File: config.mk
export PLATFORM = sky130hd
export DESIGN_NAME = imem_loader
export DESIGN_NICKNAME = d
export VERILOG_FILES = /design/src/rtl/imem_loader.sv
export SDC_FILE = /design/constraint.sdc
export NUM_CORES = 1
export LEC_CHECK = 0
export CAP_MARGIN = 30
export CORE_UTILIZATION = 45
export CTS_CLUSTER_SIZE = 24
export DETAILED_ROUTE_END_ITERATION = 6
export GPL_ROUTABILITY_DRIVEN = 0
export GPL_TIMING_DRIVEN = 1
export PLACE_DENSITY = 0.74
export SLEW_MARGIN = 20
export SYNTH_ARGS = -nofsm -noshare
export SYNTH_HDL_FRONTEND = slang
export SYNTH_SLANG_ARGS = --single-unit
File: constraint.sdc
create_clock -name clk -period 2.05 [get_ports clk]
set_input_delay 0.41 -clock clk [delete_from_list [all_inputs] [get_ports clk]]
set_output_delay 0.41 -clock clk [all_outputs]
set_load 0.1 [all_outputs]
File: src/rtl/imem_loader.sv
`default_nettype none
// ============================================================================
//  Module      : imem_loader
//  Description : Boot-time program loader. Takes a byte stream (16-bit
//                big-endian word count, then big-endian 32-bit instruction
//                words), writes each word to instruction memory at its byte
//                address, and holds the CPU in reset until loading ends.
//  Revision    : 1.0 - initial release
// ============================================================================
module imem_loader #(
    parameter int ADDR_WIDTH = 8
) (
    input  logic        clk,
    input  logic        reset,
    input  logic        start,
    input  logic        in_valid,
    input  logic [7:0]  in_data,
    output logic        in_ready,
    output logic        imem_we,
    output logic [31:0] imem_addr,
    output logic [31:0] imem_wdata,
    output logic        cpu_reset,
    output logic        busy,
    output logic        done,
    output logic        error,
    output logic [15:0] words_loaded
);

    // Memory capacity in words; 17 bits so that DEPTH = 65536 is representable.
    localparam logic [16:0] c_DEPTH = 17'(1) << ADDR_WIDTH;

    typedef enum logic [2:0] {
        IDLE   = 3'd0,
        LEN_HI = 3'd1,
        LEN_LO = 3'd2,
        DATA   = 3'd3,
        DONE   = 3'd4,
        ERROR  = 3'd5
    } state_t;

    state_t                  r_state;
    state_t                  w_next;
    logic [15:0]             r_len;
    logic [1:0]              r_byte_cnt;
    logic [ADDR_WIDTH-1:0]   r_word_index;
    logic [23:0]             r_shift;
    logic                    r_we;
    logic [31:0]             r_addr;
    logic [31:0]             r_wdata;
    logic [15:0]             r_words_loaded;
    logic                    r_done_seen;

    logic                    w_accept;
    logic                    w_xfer;
    logic [15:0]             w_len_full;
    logic                    w_last_word;
    logic                    w_word_xfer;
    logic                    w_restart;

    assign w_accept    = (r_state == LEN_HI) || (r_state == LEN_LO) || (r_state == DATA);
    assign w_xfer      = in_valid && w_accept;
    assign w_len_full  = {r_len[15:8], in_data};
    // In DATA the length is at least 1, so LEN-1 cannot underflow.
    assign w_last_word = (r_words_loaded == (r_len - 16'd1));
    assign w_word_xfer = w_xfer && (r_state == DATA) && (r_byte_cnt == 2'd3);
    // start is honoured only outside an active session.
    assign w_restart   = start && ((r_state == IDLE) || (r_state == DONE) || (r_state == ERROR));

    assign in_ready     = w_accept;
    assign busy         = w_accept;
    assign imem_we      = r_we;
    assign imem_addr    = r_addr;
    assign imem_wdata   = r_wdata;
    assign words_loaded = r_words_loaded;

    // State register.
    always_ff @(posedge clk) begin
        if (reset) begin
            r_state <= IDLE;
        end else begin
            r_state <= w_next;
        end
    end

    // Next-state decode and state-derived status outputs.
    always_comb begin
        w_next    = r_state;
        done      = 1'b0;
        error     = 1'b0;
        cpu_reset = 1'b1;
        case (r_state)
            IDLE: begin
                if (start) w_next = LEN_HI;
            end
            LEN_HI: begin
                if (w_xfer) w_next = LEN_LO;
            end
            LEN_LO: begin
                if (w_xfer) begin
                    if (w_len_full == 16'd0) begin
                        w_next = DONE;
                    end else if ({1'b0, w_len_full} > c_DEPTH) begin
                        w_next = ERROR;
                    end else begin
                        w_next = DATA;
                    end
                end
            end
            DATA: begin
                if (w_word_xfer && w_last_word) w_next = DONE;
            end
            DONE: begin
                done = 1'b1;
                // First DONE cycle may carry the final write; release the CPU after it.
                cpu_reset = !r_done_seen;
                if (start) w_next = LEN_HI;
            end
            ERROR: begin
                error = 1'b1;
                if (start) w_next = LEN_HI;
            end
            default: begin
                w_next = IDLE;
            end
        endcase
    end

    // Datapath: length capture, word assembly and the registered memory write port.
    always_ff @(posedge clk) begin
        if (reset) begin
            r_len          <= 16'd0;
            r_byte_cnt     <= 2'd0;
            r_word_index   <= '0;
            r_shift        <= 24'd0;
            r_we           <= 1'b0;
            r_addr         <= 32'd0;
            r_wdata        <= 32'd0;
            r_words_loaded <= 16'd0;
            r_done_seen    <= 1'b0;
        end else begin
            r_we        <= 1'b0;
            r_done_seen <= (r_state == DONE);
            if (w_restart) begin
                r_words_loaded <= 16'd0;
                r_word_index   <= '0;
                r_byte_cnt     <= 2'd0;
            end
            if (w_xfer) begin
                case (r_state)
                    LEN_HI: begin
                        r_len[15:8] <= in_data;
                    end
                    LEN_LO: begin
                        r_len[7:0]   <= in_data;
                        r_byte_cnt   <= 2'd0;
                        r_word_index <= '0;
                    end
                    DATA: begin
                        r_shift    <= {r_shift[15:0], in_data};
                        r_byte_cnt <= r_byte_cnt + 2'd1;
                        if (r_byte_cnt == 2'd3) begin
                            r_we           <= 1'b1;
                            r_addr         <= 32'({r_word_index, 2'b00});
                            r_wdata        <= {r_shift, in_data};
                            r_words_loaded <= r_words_loaded + 16'd1;
                            // Wraps only after the final word of a full-depth load.
                            r_word_index   <= r_word_index + ADDR_WIDTH'(1);
                        end
                    end
                    default: begin
                    end
                endcase
            end
        end
    end

endmodule
`default_nettype wire

==> metrics.cfg, run 1 <==
[yosys]
syn_area_per_cell_um2 = 7.89
synth_top_area_share = 0.440
ys_ff_latch = 111
synth_flop_cell = dfxtp_1
synth.largest_area_cell = dfxtp_1
yosysWarningCount = 0
synth.area.top_cells = dfxtp_1 (44%), nand2_1 (12%), a21oi_1 (9.7%)
netlist_area_mm2 = 0.00505
ys_types = 55
synthArstFlopShare = 0
ys_seq_area_frac = 0.440
synth_edf_count = 0
synthCells = 640

[power]
leakagePower_nw = 2.44
p_total_w = 0.00433
pwr_density_cell_mw_per_mm2 = 679
ir_drop_mv = 0.399

[drt]
dr.pass1.iters = 6
initialDrtViolationCount = 319
num_vias = 4766
vias_per_cell = 5.39
wl_per_cell_um = 14.9
drc_errors = 0
ant_nets = 0
wl_um = 13200

[timing]
slew_viol_final = 0
fmax_ghz = 0.478
worst_slack_ns = -0.0435
setup_violations = 3
post-route-period-util = 1.02
rsz0062_at_grt = yes
hold_viol = 0
slew_headroom = 0.547
worst_pin_slew_ns = 0.679
fin_crit_ns = 2.09
fin_skew_ns = 0.0124
tns_ns = -0.114

[layout]
multiInputGateArea_mm2 = 0.00266
syn_to_final_growth_pct = 26.4
final_cell_area_mm2 = 0.00638
num_antenna_cells = 0
nets = 757
drive_gt1_frac = 0.239
final_common_cell = nand2_1
mostFrequentLayoutCells = nand2_1 (162), buf_4 (111), a21oi_1 (98)
final-seq-area_mm2 = 0.00225
fillers = 988

[run]
maxCapViolCount = 0

[global_route]
grtUsageMet2 = 0.364
grtUsageMet3 = 0.0496
grt_busiest_layer = met2
grt_pass1_wl_um = 20900
grt_pass1_vias = 4348
antenna_found_initial = 0
grt_util_all_layers = 0.230
grt_max_degree = 66
grt_overflow_total = 0
grtUsageMet1 = 0.311

[setup_path]
crit_required_ns = 2.33
crit_arrival_ns = 2.38
cpMaxStageDelayCell = or3_4
critPathTopFamily = simple AND/OR/NAND/NOR gates
critPathBufInv = 1
timing.rr.start = r_len[0]$_SDFFE_PP0P_
r2r_cells = 7
r2r_slack_ns = -0.04
reg2reg_to = r_state[0]$_SDFFE_PP0P_
slowest_delay_ns = 0.40
cp_max_fo = 4
start_kind = flip-flop
crit_chain = buf_6 -> nor4_4 -> nand3_1 -> or3_4 -> a221oi_2 -> o2111a_2 -> o21ai_1
worstSetupPathType = flip-flop to flip-flop
cp-end-kind = flip-flop

[outcome]
outcome = finished, violations left
violations = setup timing

[clocking]
htreeDepth = 3
numCtsBuffers = 9
clock-sinks = 111
cts_tree = done
clkTransAtPathRegs_ns = 0.10
clockBufferDepth = 2
clock_latency_ns = 0.39
cts_root_buf = clkbuf_8

[floorplan]
core_mm2 = 0.0109
start_util = 0.464
io_pins = 98
die_x_um = 108
die-area_mm2 = 0.0116
die_height_um = 108
row_count = 38

[hold_path]
hold_path.class = flip-flop to flip-flop
whs_path_depth = 2
holdPathEnd = imem_wdata[7]$_SDFFE_PP0P_
min_from = imem_wdata[7]$_SDFFE_PP0P_

[placed_design]
placed_area_mm2 = 0.00610
hpwlAfterDp_um = 9470
numPortBuffers = 73

==> worst max-delay path by stage <==
stage	from	depth (start not counted)	slack [ns]	end
global placement	in_valid	6	-0.22	words_loaded[15]$_SDFF_PP0_
global route	r_len[0]$_SDFFE_PP0P_	7	-0.11	r_state[2]$_SDFFE_PP0P_
detailed placement	in_valid	6	-0.24	words_loaded[15]$_SDFF_PP0_
finish	r_len[0]$_SDFFE_PP0P_	7	-0.04	r_state[0]$_SDFFE_PP0P_
CTS	r_len[1]$_SDFFE_PP0P_	7	-0.005	r_state[2]$_SDFFE_PP0P_
floorplan	r_state[2]$_SDFFE_PP0P_	3	-0.20	cpu_reset
==> layout make-up <==
type,count,area share
Timing Repair Buffer,130,0.172
Clock inverter,5,0.00667
Inverter,6,0.00353
Tap cell,140,0.0274
Clock buffer,10,0.0200
Multi-Input combinational cell,483,0.417
Sequential cell,111,0.353
==> power breakdown <==
group          leakage (nW)  switching (W)  internal (W)
clock network        0.0886       0.000762      0.000452
logic                  1.44       0.000614      0.000306
registers             0.905      0.0000252       0.00218
==> timing repair <==
| action | CTS | global route |
|---|---|---|
| pin swaps | 7 | 12 |
| buffers inserted | 3 | 3 |
| hold buffers | 0 | 0 |
| resized for setup | 9 | 11 |
| setup endpoints to repair | 3 | 7 |
==> synthesized netlist by cell type, types with 2 or more instances <==
| master | n |
|---|---|
| a31oi_1 | 3 |
| nand3_1 | 10 |
| nand2_1 | 163 |
| nor3b_1 | 2 |
| nor4_1 | 4 |
| a221oi_1 | 2 |
| a22oi_1 | 2 |
| xor2_1 | 12 |
| and3_1 | 7 |
| nor2_1 | 35 |
| or2_2 | 2 |
| dfxtp_1 | 111 |
| inv_1 | 6 |
| xnor2_1 | 11 |
| buf_2 | 3 |
| nor3_1 | 11 |
| nor2b_1 | 4 |
| a21oi_1 | 98 |
| nand2b_1 | 6 |
| o21a_1 | 2 |
| or3_1 | 8 |
| mux2i_1 | 8 |
| o311ai_0 | 2 |
| a2111oi_0 | 2 |
| or4_1 | 3 |
| nand3b_1 | 6 |
| buf_4 | 25 |
| buf_1 | 3 |
| nor4_4 | 2 |
| nand4_1 | 10 |
| o21bai_1 | 2 |
| a211oi_1 | 4 |
| clkbuf_1 | 32 |
| o21ai_0 | 10 |
| o211ai_1 | 6 |
| ha_1 | 4 |
==> per-stage QoR <==
| stage | hold WS [ns] | worst slack [ns] | utilization | std cells |
|---|---|---|---|---|
| 2_1_floorplan | 0.432 | -0.197 | - | 663 |
| 3_3_place_gp | 0.444 | -0.217 | 0.560 | 864 |
| 3_5_place_dp | 0.447 | -0.242 | 0.560 | 864 |
| 4_1_cts | 0.461 | -0.00509 | 0.580 | 882 |
| 5_1_grt | 0.486 | -0.111 | 0.586 | 885 |
| 6_report | 0.461 | -0.0435 | 0.586 | 885 |
==> metal layers <==
layer,up-vias,wire length (um)
met3,21,918
li1,2341,-
met1,2233,5820
met4,0,222
met5,-,0
met2,171,6200
==> logic make-up (layout without fill, tap and decap cells) <==
logic type,count (synthesis),count (layout),synth area share
AOI/OAI and AO/OA,141,141,0.158
muxes,9,9,0.0181
adders and majority gates,4,4,0.00991
and+or+nand+nor,282,282,0.262
buffers and inverters,69,151,0.0706
DFF,111,111,0.440
other,1,24,0.000743
xor gates and xnor gates,23,23,0.0399
==> worst min-delay path, stage by stage (launching register included) <==
cell     delay [ns]
dfxtp_1        0.32
nand2_1        0.05
a21oi_1        0.05
==> flip-flops by register name, indices dropped and copies added (netlist names), 2 cells and up <==
name	count
r_state	3
imem_addr	8
words_loaded	16
r_len	16
imem_wdata	32
r_shift	24
r_word_index	8
r_byte_cnt	2
Power figures use the tool's default switching activity.
==> run 2: changes to the inputs <==
- CELL_PAD_IN_SITES_DETAIL_PLACEMENT: not set -> 1
- CELL_PAD_IN_SITES_GLOBAL_PLACEMENT: not set -> 1
- CORE_UTILIZATION: 45 -> 34
- PLACE_DENSITY: 0.74 -> not set
- PLACE_DENSITY_LB_ADDON: not set -> 0.1
- TNS_END_PERCENT: not set -> 100
==> metrics.cfg, run 2 (synthesis gave the netlist of run 1 again) <==
[placed_design]
dp_cells = 917  ; +6.1%
hpwlAfterDp_um = 11100  ; +17%
placed_area_mm2 = 0.00624  ; +2.4%
numPortBuffers = 73  ; unchanged

[setup_path]
start_kind = flip-flop
timing.rr.start = r_len[0]$_SDFFE_PP0P_
endpoint = r_state[1]$_SDFFE_PP0P_
startpoint = r_len[0]$_SDFFE_PP0P_
r2r_cells = 7  ; unchanged
crit_chain = buf_6 -> nor4_4 -> nand3_1 -> or3_1 -> a221oi_2 -> o2111a_2 -> o21ai_1
worstSetupPathType = flip-flop to flip-flop
reg2reg_to = r_state[1]$_SDFFE_PP0P_
crit_arrival_ns = 2.33  ; -0.05 ns
crit_required_ns = 2.29  ; -0.04 ns
cp-end-kind = flip-flop
cp_max_fo = 4  ; unchanged
cpMaxStageDelayCell = or3_1
slowest_delay_ns = 0.40  ; about the same
r2r_slack_ns = -0.03  ; about the same

[clocking]
cts_root_buf = clkbuf_16
clock-sinks = 111  ; unchanged
clock_latency_ns = 0.36  ; -0.03 ns
htreeDepth = 3  ; unchanged
cts_tree = done
clockBufferDepth = 2  ; unchanged
clkTransAtPathRegs_ns = 0.08  ; -0.02 ns
numCtsBuffers = 9  ; unchanged
cts-hold-fix-buffers = 0  ; unchanged

[outcome]
outcome = finished, violations left
violations = setup timing

[drt]
initialDrtViolationCount = 211  ; -34%
drc_errors = 0  ; unchanged
met3_length_um = 508  ; -45%
num_vias = 4759  ; -0.15%
dr.pass1.iters = 4  ; -2
wl_um = 15500  ; +17%
wl_per_cell_um = 16.6  ; +11%
vias_per_cell = 5.10  ; -5.3%
met2_length_um = 7280  ; +17%
ant_nets = 0  ; unchanged
topRoutingLayerUsed = met4
m1WireLength_um = 7490  ; +29%

[layout]
instances_no_fill = 933  ; +5.4%
final_common_cell = nand2_1
largest_reg_flops = 32  ; unchanged
nets = 761  ; +0.53%
drive_gt1_frac = 0.240  ; +0.00139
mostFrequentLayoutCells = nand2_1 (162), buf_4 (114), a21oi_1 (98)
final_cell_area_mm2 = 0.00660  ; +3.4%
num_antenna_cells = 0  ; unchanged
syn_to_final_growth_pct = 30.8

[timing]
setup_violations = 3  ; unchanged
slew_headroom = 0.635  ; +0.0881
fin_skew_ns = 0.00941  ; -0.00298 ns
worst_slack_ns = -0.0329  ; +0.0106 ns
fmax_ghz = 0.480  ; +0.51%
hold_viol = 0  ; unchanged
worst_pin_slew_ns = 0.547  ; -0.132 ns
fin_crit_ns = 2.08  ; -0.0106 ns
whs_ns = 0.457  ; -0.00426 ns
slew_viol_final = 0  ; unchanged
post-route-period-util = 1.02  ; -0.00519
rsz0062_at_grt = yes
tns_ns = -0.0870  ; +0.0271 ns

[hold_path]
whs_path_depth = 2  ; unchanged
hold_path.class = flip-flop to flip-flop

[power]
power_frac_clock = 0.365  ; +0.085
leakagePower_nw = 2.52  ; +3.3%
ir_drop_mv = 0.499  ; +25%
p_sw_frac = 0.301  ; -0.0219
p_int_w = 0.00344  ; +17%
p_comb_frac = 0.188  ; -0.024
p_sw_w = 0.00148  ; +5.8%
pwr-share-seq = 0.447  ; -0.061
p_total_w = 0.00492  ; +14%
pwr_density_cell_mw_per_mm2 = 745  ; +9.7%

[global_route]
grt_pass1_wl_um = 24700  ; +18%
grt_pass1_vias = 4771  ; +9.7%
antenna_found_initial = 0  ; unchanged
grt_max_degree = 67  ; +1.5%
grt_overflow_total = 0  ; unchanged
grt_util_all_layers = 0.209  ; -0.0210

[floorplan]
io_pins = 98  ; unchanged
row_count = 44  ; +16%
core_mm2 = 0.0145  ; +33%
die-area_mm2 = 0.0153  ; +32%
die_height_um = 124  ; +15%
start_util = 0.347  ; -0.116
die_x_um = 124  ; +15%

[run]
maxCapViolCount = 0  ; unchanged

-- run 2: timing repair --
item | in CTS | in global routing
setup buffers | 1 | 1
cloned | 0 | 0
gates resized for setup | 14 | 4
endpoints found under the hold margin | 0 | 0
endpoints found under the setup margin | 3 | 12
pin swaps | 7 | 2
-- run 2: layout make-up --
| cell class | instances | area, um2 |
|---|---|---|
| Fill cell | 1760 | 7930 |
| Multi-Input combinational cell | 483 | 2660 |
| Sequential cell | 111 | 2250 |
| Timing Repair Buffer | 134 | 1150 |
| Clock buffer | 11 | 233 |
| Tap cell | 184 | 230 |
| Clock inverter | 4 | 55.1 |
| Inverter | 6 | 22.5 |
-- run 2: power by group through the flow --
stage / Combinational [W] / Sequential, W / Clock, W
6_report: 0.000925 / 0.00220 / 0.00180
5_1_grt: 0.000984 / 0.00220 / 0.00194
4_1_cts: 0.000920 / 0.00220 / 0.00186
3_5_place_dp: 0.000896 / 0.00225 / 0
3_3_place_gp: 0.000885 / 0.00225 / 0
2_1_floorplan: 0.000638 / 0.00225 / 0
-- run 2: routing by layer --
layer  up-vias  track usage
li1       2351            -
met1      2330        0.280
met2        68        0.343
met3        10       0.0288
met4         0       0.0715
met5         -            0
-- run 2: through the flow --
stage,setup slack [ns],util
6_report,-0.0329,0.454
5_1_grt,-0.172,0.454
4_1_cts,-0.0281,0.453
3_5_place_dp,-0.364,0.430
3_3_place_gp,-0.249,0.430
2_1_floorplan,-0.197,-
-- run 2: how the worst min path moves through the flow --
stage,from,endpoint
6_report,imem_wdata[21]$_SDFFE_PP0P_,imem_wdata[21]$_SDFFE_PP0P_
5_1_grt,imem_wdata[3]$_SDFFE_PP0P_,imem_wdata[3]$_SDFFE_PP0P_
4_1_cts,imem_wdata[21]$_SDFFE_PP0P_,imem_wdata[21]$_SDFFE_PP0P_
3_5_place_dp,imem_wdata[21]$_SDFFE_PP0P_,imem_wdata[21]$_SDFFE_PP0P_
3_3_place_gp,imem_wdata[5]$_SDFFE_PP0P_,imem_wdata[5]$_SDFFE_PP0P_
2_1_floorplan,r_shift[16]$_SDFFE_PP0P_,imem_wdata[24]$_SDFFE_PP0P_
-- run 2: critical path: cells and delay by family, from the launching register on --
kind	cells	cell delay, ns
buffers and inverters	1	0.12
AOI/OAI and AO/OA	3	0.59
and+or+nand+nor	3	0.93
DFF	1	0.34
